$ cat src/rtl/mc_controller.sv
// ============================================================================
// Module   : mc_controller
// Purpose  : Multicycle MIPS sequencer: fetch/decode/execute/memory/writeback
//            control with dmem wait-state timeout and exception pulse.
// Revision : 1.0
// ============================================================================
`default_nettype none

module mc_controller #(
  parameter int DMEM_TIMEOUT = 16
) (
  input  logic        clk,
  input  logic        rst,
  input  logic        run,
  input  logic [31:0] instr,
  input  logic        zero,
  input  logic        overflow,
  input  logic        dmem_ready,
  output logic        imem_en,
  output logic        ir_en,
  output logic        pc_en,
  output logic        memtoreg,
  output logic        pcsrc,
  output logic        alusrc,
  output logic        regdst,
  output logic        regwrite,
  output logic        jump,
  output logic [2:0]  alucontrol,
  output logic        dmem_en,
  output logic        dmem_we,
  output logic        exc,
  output logic        busy
);

  localparam int CW = $clog2(DMEM_TIMEOUT + 1);

  localparam logic [2:0] S_IDLE   = 3'd0;
  localparam logic [2:0] S_FETCH  = 3'd1;
  localparam logic [2:0] S_FWAIT  = 3'd2;
  localparam logic [2:0] S_DECODE = 3'd3;
  localparam logic [2:0] S_EXEC   = 3'd4;
  localparam logic [2:0] S_MEM    = 3'd5;
  localparam logic [2:0] S_WB     = 3'd6;

  localparam logic [2:0] C_RTYPE   = 3'd0;
  localparam logic [2:0] C_ADDI    = 3'd1;
  localparam logic [2:0] C_LW      = 3'd2;
  localparam logic [2:0] C_SW      = 3'd3;
  localparam logic [2:0] C_BEQ     = 3'd4;
  localparam logic [2:0] C_J       = 3'd5;
  localparam logic [2:0] C_ILLEGAL = 3'd6;

  localparam logic [2:0] ALU_ADD = 3'b010;
  localparam logic [2:0] ALU_SUB = 3'b110;
  localparam logic [2:0] ALU_AND = 3'b000;
  localparam logic [2:0] ALU_OR  = 3'b001;
  localparam logic [2:0] ALU_SLT = 3'b111;

  logic [2:0]    r_state;
  logic [2:0]    r_class;
  logic [CW-1:0] r_wait;
  logic [2:0]    w_next;
  logic [2:0]    w_class;
  logic          w_funct_ok;
  logic [2:0]    w_alu_funct;
  logic [2:0]    w_alu_exec;
  logic          w_ovf_op;
  logic          w_timeout;
  logic          w_unused_instr;

  wire [5:0] w_op    = instr[31:26];
  wire [5:0] w_funct = instr[5:0];

  assign w_unused_instr = ^instr[25:6];

  always_comb begin
    w_funct_ok  = 1'b1;
    w_alu_funct = ALU_ADD;
    case (w_funct)
      6'b100000: w_alu_funct = ALU_ADD;
      6'b100010: w_alu_funct = ALU_SUB;
      6'b100100: w_alu_funct = ALU_AND;
      6'b100101: w_alu_funct = ALU_OR;
      6'b101010: w_alu_funct = ALU_SLT;
      default:   w_funct_ok  = 1'b0;
    endcase
  end

  always_comb begin
    case (w_op)
      6'b000000: w_class = w_funct_ok ? C_RTYPE : C_ILLEGAL;
      6'b001000: w_class = C_ADDI;
      6'b100011: w_class = C_LW;
      6'b101011: w_class = C_SW;
      6'b000100: w_class = C_BEQ;
      6'b000010: w_class = C_J;
      default:   w_class = C_ILLEGAL;
    endcase
  end

  always_comb begin
    case (r_class)
      C_RTYPE:             w_alu_exec = w_alu_funct;
      C_ADDI, C_LW, C_SW:  w_alu_exec = ALU_ADD;
      C_BEQ:               w_alu_exec = ALU_SUB;
      default:             w_alu_exec = 3'b000;
    endcase
  end

  // slt can overflow internally but never traps; only add/sub/addi do
  assign w_ovf_op  = (r_class == C_ADDI) ||
                     ((r_class == C_RTYPE) && ((w_funct == 6'b100000) || (w_funct == 6'b100010)));
  assign w_timeout = (r_wait == CW'(DMEM_TIMEOUT - 1)) && !dmem_ready;

  always_comb begin
    w_next     = r_state;
    imem_en    = 1'b0;
    ir_en      = 1'b0;
    pc_en      = 1'b0;
    memtoreg   = 1'b0;
    pcsrc      = 1'b0;
    alusrc     = 1'b0;
    regdst     = 1'b0;
    regwrite   = 1'b0;
    jump       = 1'b0;
    alucontrol = 3'b000;
    dmem_en    = 1'b0;
    dmem_we    = 1'b0;
    exc        = 1'b0;
    busy       = (r_state != S_IDLE);
    case (r_state)
      S_IDLE: begin
        if (run) w_next = S_FETCH;
      end
      S_FETCH: begin
        imem_en = 1'b1;
        w_next  = S_FWAIT;
      end
      S_FWAIT: begin
        ir_en  = 1'b1;
        w_next = S_DECODE;
      end
      S_DECODE: begin
        if (w_class == C_ILLEGAL) begin
          exc    = 1'b1;
          pc_en  = 1'b1;
          w_next = S_IDLE;
        end else begin
          w_next = S_EXEC;
        end
      end
      S_EXEC: begin
        alusrc     = (r_class == C_ADDI) || (r_class == C_LW) || (r_class == C_SW);
        alucontrol = w_alu_exec;
        case (r_class)
          C_BEQ: begin
            pc_en  = 1'b1;
            pcsrc  = zero;
            w_next = S_IDLE;
          end
          C_J: begin
            pc_en  = 1'b1;
            jump   = 1'b1;
            w_next = S_IDLE;
          end
          C_LW, C_SW:       w_next = S_MEM;
          C_RTYPE, C_ADDI:  w_next = S_WB;
          default: begin
            pc_en  = 1'b1;
            w_next = S_IDLE;
          end
        endcase
      end
      S_MEM: begin
        alusrc     = 1'b1;
        alucontrol = ALU_ADD;
        if (dmem_ready) begin
          dmem_en = 1'b1;
          dmem_we = (r_class == C_SW);
          if (r_class == C_SW) begin
            pc_en  = 1'b1;
            w_next = S_IDLE;
          end else begin
            w_next = S_WB;
          end
        end else if (w_timeout) begin
          // abort drops the request so no late write can land
          exc    = 1'b1;
          pc_en  = 1'b1;
          w_next = S_IDLE;
        end else begin
          dmem_en = 1'b1;
          dmem_we = (r_class == C_SW);
        end
      end
      S_WB: begin
        pc_en    = 1'b1;
        regdst   = (r_class == C_RTYPE);
        memtoreg = (r_class == C_LW);
        if ((r_class == C_RTYPE) || (r_class == C_ADDI)) begin
          alusrc     = (r_class == C_ADDI);
          alucontrol = w_alu_exec;
        end
        if (w_ovf_op && overflow) exc = 1'b1;
        else                      regwrite = 1'b1;
        w_next = S_IDLE;
      end
      default: w_next = S_IDLE;
    endcase
  end

  always_ff @(posedge clk or posedge rst) begin
    if (rst) begin
      r_state <= S_IDLE;
      r_class <= C_ILLEGAL;
      r_wait  <= '0;
    end else begin
      r_state <= w_next;
      if (r_state == S_DECODE) r_class <= w_class;
      r_wait <= ((r_state == S_MEM) && (w_next == S_MEM)) ? r_wait + CW'(1) : '0;
    end
  end

endmodule

`default_nettype wire

$ cat config.mk
export PLATFORM = sky130hd
export DESIGN_NAME = mc_controller
export DESIGN_NICKNAME = d
export VERILOG_FILES = /design/src/rtl/mc_controller.sv
export SDC_FILE = /design/constraint.sdc
export NUM_CORES = 1
export LEC_CHECK = 0
export ABC_AREA = 1
export BUFFER_PORTS_ARGS = -buffer_cell sky130_fd_sc_hd__buf_2
export CAP_MARGIN = 0
export CORE_UTILIZATION = 27
export CTS_CLUSTER_SIZE = 40
export DETAILED_ROUTE_END_ITERATION = 10
export MAX_ROUTING_LAYER = met4
export PLACE_DENSITY_LB_ADDON = 0.15
export SLEW_MARGIN = 10
export SYNTH_ARGS = -nofsm -noshare
export SYNTH_HDL_FRONTEND = slang
export SYNTH_SLANG_ARGS = --single-unit
$ cat constraint.sdc
create_clock -name clk -period 2.4 [get_ports clk]
set_input_delay 0.6 -clock clk [delete_from_list [all_inputs] [get_ports clk]]
set_output_delay 0.6 -clock clk [all_outputs]
set_load 0.005 [all_outputs]
==> results.sh, run 1 <==
export IMPL_synth_seq_cells=11
export IMPL_fin_crit_ns=2.31
export IMPL_end_kind="primary output"
export IMPL_crit_type="reg -> out"
export IMPL_ys_warnings_count=0
export IMPL_slew_headroom_pct=70.8
export IMPL_min_period_over_period_pct=96.4
export IMPL_syn_num_nets=192
export IMPL_fmax_mhz=432
export IMPL_tns_ns=0
export IMPL_dp_slack_ns=0.149
export IMPL_cts_buffers=3
export IMPL_fin_nets=231
export IMPL_initial_core_util_pct=28.3
export IMPL_ioPinCount=54
export IMPL_fin_skew_ns=0.00863
export IMPL_worstHoldPathType="in -> async"
export IMPL_syn_cell_area_sq_um=952
export IMPL_reg2reg_from="r_wait[0]$_DFF_PP0_"
export IMPL_drt_iter0_drc=53
export IMPL_num_vias=1081
export IMPL_vdd_drop_max_mv=0.143
export IMPL_worstMarginPinSlew_ns=0.438
export IMPL_mostFrequentLayoutCells="34 x nand2_1, 33 x buf_2, 25 x inv_1"
export IMPL_yosysSeqAreaShare_pct=29.2
export IMPL_routedWlPerCell_um=10.1
export IMPL_r2r_cells=9
export IMPL_rows=21
export IMPL_setup_viol=0
export IMPL_p_clk_share_pct=16.4
export IMPL_layout_commonest_cell="nand2_1"
export IMPL_antenna_found_initial=0
export IMPL_maxSlewViolCount=0
export IMPL_grt_use_total_pct=14.0
export IMPL_sequentialPowerShare_pct=40.7
export IMPL_drc=0
export IMPL_switching_share_pct=43.5
export IMPL_cts_sinks=11
export IMPL_hold_viol=0
export IMPL_hpwl_um=2000
export IMPL_rsz0062_at_grt="true"
export IMPL_cts_root_buf="clkbuf_4"
export IMPL_antenna_diode_count=0
export IMPL_critPathMaxStageDelay_ns=0.40
export IMPL_die_w_um=61.4
export IMPL_ant_nets=0
export IMPL_crit_family="flip-flops"
export IMPL_p_leak_nw=0.676
export IMPL_place_congestion=0.819
export IMPL_portBuffers=33
export IMPL_worstPathCellList="ha_1, nand2_1, nor2_1, ha_1, inv_2, o21ai_0, a21oi_1, nand2_1, buf_2"
export IMPL_cts_tree="done"
export IMPL_core_area_sq_um=3360
export IMPL_cpMaxStageDelayCell="dfrtp_1"
export IMPL_grt_pass1_vias=929
export IMPL_crit_end="pc_en"
export IMPL_drive_gt1_share_pct=27.9
export IMPL_cp_required_ns=1.80
export IMPL_die_y_um=61.4
export IMPL_worstPathArrival_ns=1.71
export IMPL_synth_distinct_cells=24
export IMPL_final_util_pct=36.4
export IMPL_clock_latency_ns=0.27
export IMPL_status="finished clean"
export IMPL_internal_power_mw=0.433
export IMPL_fin_ws_ns=0.0864
export IMPL_grt_pass1_wl_um=3850
export IMPL_cp_depth=9
export IMPL_path_clk_slew_ns=0.07
export IMPL_maxCapViolCount=0
export IMPL_drt_total_wl_um=2400
export IMPL_cts_max_level=1
export IMPL_synthToLayoutAreaGrowth_pct=28.6
export IMPL_clk_path_buf_depth=2
export IMPL_final_area_sq_um=1220
export IMPL_first_pass_iters=4
export IMPL_overflow=0
export IMPL_critPathLaunch="r_wait[0]$_DFF_PP0_"
export IMPL_finalPower_mw=0.765
export IMPL_worstPathMaxFanout=4
export IMPL_power_density_nw_per_um2=625
export IMPL_grt_max_degree=12
export IMPL_avgSynthCellArea_sq_um=6.26
export IMPL_die_area_sq_um=3770
export IMPL_crit_buf_inv=2
export IMPL_synthCells=152
export IMPL_crit_path_start_kind="flop"
export IMPL_p_sw_mw=0.333
export IMPL_viasPerCell=4.58
export IMPL_power_frac_comb_pct=42.9
export IMPL_r2r_setup_slack_ns=0.85
export IMPL_r2r_end="r_wait[2]$_DFF_PP0_"
export IMPL_postCtsSetupBuffers=0
export IMPL_post_dp_cell_area_sq_um=1180
[synth_stat cells, drive strengths merged]
cell     n  area (sq um)
a211oi   2          15.0
a21oi    4          20.0
a31oi    2          12.5
dfrtp    9           225
dfstp    2          52.6
ha       2          25.0
inv     29           109
nand2   35           134
nand3   20           100
nand4    4          25.0
nor2    26           113
nor3     4          36.3
nor3b    1          12.5
nor4     1          6.26
o21ai    7          35.0
o221ai   1          8.76
o31ai    1          7.51
or2      1          6.26
xor2     1          8.76
[state kept, by name, indices dropped and copies added (netlist names)]
| name | count |
|---|---|
| r_wait | 5 |
| r_class | 3 |
| r_state | 3 |
[logic make-up after synthesis]
| family | share of synthesized area (%) |
|---|---|
| AO/OA/AOI/OAI | 10.4 |
| XOR/XNOR | 0.920 |
| adder cells (fa/ha/maj) | 2.63 |
| buffers and inverters | 11.4 |
| flip-flops | 29.2 |
| AND/OR/NAND/NOR | 45.5 |
[power by group through the flow]
stage	clock (mW)	combinational (mW)	sequential, mW
after global routing	0.144	0.376	0.320
after floorplan	0	0.214	0.294
final	0.126	0.328	0.311
after global placement	0	0.321	0.313
after detailed placement	0	0.323	0.310
after CTS	0.133	0.326	0.308
[metrics by stage]
| stage | hold WS (ns) | cells |
|---|---|---|
| floorplan | 0.433 | 152 |
| global placement | 0.447 | 232 |
| detailed placement | 0.464 | 232 |
| CTS | 0.329 | 236 |
| global route | 0.360 | 236 |
| finish | 0.315 | 236 |
[repair_timing]
item,4_1_cts,5_1_grt
resized for setup,2,3
hold buffers,0,0
endpoints found under the setup margin,2,2
hold endpoints to repair,0,0
[how the worst min path moves through the flow]
stage,slack (ns),start,endpoint
floorplan,0.43,r_wait[0]$_DFF_PP0_,r_wait[0]$_DFF_PP0_
global placement,0.45,r_wait[0]$_DFF_PP0_,r_wait[0]$_DFF_PP0_
detailed placement,0.46,r_wait[0]$_DFF_PP0_,r_wait[0]$_DFF_PP0_
CTS,0.33,rst,r_wait[2]$_DFF_PP0_
global route,0.36,rst,r_wait[2]$_DFF_PP0_
finish,0.32,rst,r_wait[2]$_DFF_PP0_
[layout make-up]
| class | count | area, sq um |
|---|---|---|
| clock buffers | 4 | 26.3 |
| multi-input cells | 112 | 582 |
| repair buffers | 34 | 173 |
| inverters | 29 | 109 |
| well taps | 46 | 57.6 |
| fillers | 390 | 2140 |
| flip-flops and latches | 11 | 278 |
[per-layer routing]
layer	track usage (%)	share of wire, %
met3	1.89	4.7
met4	3.81	0
met2	24.1	49
met1	17.3	47
met5	-	0
(Power assumes the default switching activity.)
==> run 2, diff against run 1 <==
==> constraint.sdc (replaced) <==
create_clock -name clk -period 2.4 [get_ports clk]
set_input_delay 0 -clock clk [delete_from_list [all_inputs] [get_ports clk]]
set_output_delay 0 -clock clk [all_outputs]
set_load 0.005 [all_outputs]
==> results.sh, run 2 (synthesis gave the netlist of run 1 again) <==
export IMPL_status="finished clean"
export IMPL_globalRouteMet3Util_pct=2.10
export IMPL_cts_resized=0
export IMPL_p_clk_share_pct=17.2
export IMPL_cts_max_level=1
export IMPL_drive_gt1_share_pct=25.0
export IMPL_initial_core_util_pct=28.3
export IMPL_dp_slack_ns=0.784
export IMPL_largest_reg_flops=5
export IMPL_power_frac_comb_pct=41.8
export IMPL_finalPower_mw=0.755
export IMPL_sequentialPowerShare_pct=41.0
export IMPL_ioPinCount=54
export IMPL_routedWlPerCell_um=10.3
export IMPL_top_register="r_wait"
export IMPL_final_area_sq_um=1230
export IMPL_rows=21
export IMPL_min_period_over_period_pct=76.0
export IMPL_clk_path_buf_depth=2
export IMPL_p_sw_mw=0.329
export IMPL_drt_total_wl_um=2460
export IMPL_maxSlewViolCount=0
export IMPL_n_fill_cell=402
export IMPL_hpwl_um=2050
export IMPL_crit_type="reg -> out"
export IMPL_layout_commonest_cell="nand2_1"
export IMPL_slew_headroom_pct=70.1
export IMPL_postCtsSetupBuffers=0
export IMPL_fin_ws_ns=0.575
export IMPL_die_y_um=61.4
export IMPL_grtUsageMet2_pct=23.4
export IMPL_maxCapViolCount=0
export IMPL_crit_buf_inv=2
export IMPL_gr_usage_met1_pct=19.1
export IMPL_worstMarginPinSlew_ns=0.448
export IMPL_drt_iter0_drc=48
export IMPL_grt_pass1_vias=971
export IMPL_vdd_drop_max_mv=0.220
export IMPL_cts_buffers=3
export IMPL_hold_viol=0
export IMPL_tns_ns=0
export IMPL_postCtsHoldBufs=3
export IMPL_crit_path_start_kind="flop"
export IMPL_fmax_mhz=548
export IMPL_clock_latency_ns=0.27
export IMPL_worstPathCellList="ha_1, nand2_1, nor2_1, ha_1, inv_1, nor2_1, nor4_1, buf_2"
export IMPL_internal_power_mw=0.425
export IMPL_fin_crit_ns=1.82
export IMPL_r2r_setup_slack_ns=0.78
export IMPL_synthToLayoutAreaGrowth_pct=29.3
export IMPL_end_kind="primary output"
export IMPL_drc=0
export IMPL_overflow=0
export IMPL_cts_sinks=11
export IMPL_cts_tree="done"
export IMPL_place_congestion=0.833
export IMPL_setup_viol=0
export IMPL_worstPathArrival_ns=1.82
export IMPL_critPathMaxStageDelay_ns=0.40
export IMPL_seq_area_sq_um=278
export IMPL_grt_use_total_pct=14.5
export IMPL_mostFrequentLayoutCells="34 x nand2_1, 33 x buf_2, 26 x inv_1"
export IMPL_antenna_diode_count=0
export IMPL_power_density_nw_per_um2=613
export IMPL_crit_family="simple AND/OR/NAND/NOR gates"
export IMPL_viasPerCell=4.47
export IMPL_switching_share_pct=43.6
export IMPL_ant_nets=0
export IMPL_fin_skew_ns=0.00518
export IMPL_core_area_sq_um=3360
export IMPL_die_w_um=61.4
export IMPL_multi_input_area_sq_um=566
export IMPL_num_vias=1065
export IMPL_p_leak_nw=0.682
export IMPL_cp_required_ns=2.40
export IMPL_cts_root_buf="clkbuf_4"
export IMPL_antenna_found_initial=0
export IMPL_grt_max_degree=12
export IMPL_die_area_sq_um=3770
export IMPL_first_pass_iters=4
export IMPL_grt_pass1_wl_um=4030
export IMPL_rsz0062_at_grt="false"
export IMPL_cpMaxStageDelayCell="dfrtp_1"
export IMPL_portBuffers=33
export IMPL_fin_nets=233
export IMPL_post_dp_cell_area_sq_um=1170
export IMPL_worstPathMaxFanout=4
export IMPL_top_regs="r_wait: 5 flops, r_class: 3 flops, r_state: 3 flops"
export IMPL_path_clk_slew_ns=0.07
export IMPL_worstHoldPathType="in -> reg"
export IMPL_grt_busiest_layer="met2"
[run 2: cell type report]
| class | count | share of cell area (%) |
|---|---|---|
| Clock buffer | 4 | 2.13 |
| Inverter | 29 | 8.84 |
| Multi-Input combinational cell | 112 | 45.9 |
| Sequential cell | 11 | 22.6 |
| Tap cell | 46 | 4.67 |
| Timing Repair Buffer | 36 | 15.9 |
[run 2: final timing paths]
path,startpoint,to,depth (start not counted)
worst max-delay path,r_wait[0]$_DFF_PP0_,dmem_we,8
worst min-delay path,dmem_ready,r_state[1]$_DFF_PP0_,3
worst max register to register,r_wait[0]$_DFF_PP0_,r_state[0]$_DFF_PP0_,9
worst min register to register,r_wait[0]$_DFF_PP0_,r_wait[0]$_DFF_PP0_,1
max in group asynchronous,rst,r_class[1]$_DFFE_PP1P_,3
min in group asynchronous,rst,r_wait[0]$_DFF_PP0_,3
[run 2: power by group through the flow]
stage	Sequential [mW]	Combinational, mW	Clock (mW)
final	0.309	0.316	0.130
after global routing	0.320	0.363	0.143
after CTS	0.309	0.318	0.136
after detailed placement	0.312	0.313	0
after global placement	0.314	0.311	0
after floorplan	0.294	0.214	0
[run 2: metrics by stage]
stage	util (%)	hold WS, ns	cells
2_1_floorplan	-	-0.149	152
3_3_place_gp	34.9	0.0175	231
3_5_place_dp	34.9	0.0252	231
4_1_cts	36.6	0.0862	238
5_1_grt	36.6	0.136	238
6_report	36.6	0.0964	238
[run 2: metal layers]
metal / vias to the layer above / routed length (um)
met4: 0 / 0
li1: 573 / -
met1: 467 / 1170
met3: 0 / 117
met2: 25 / 1170
met5: - / 0
[run 2: worst min-delay path, delay by kind of cell]
family	cells	cell delay, ns
buffers and inverters	1	0.13
AOI/OAI and AO/OA	2	0.19
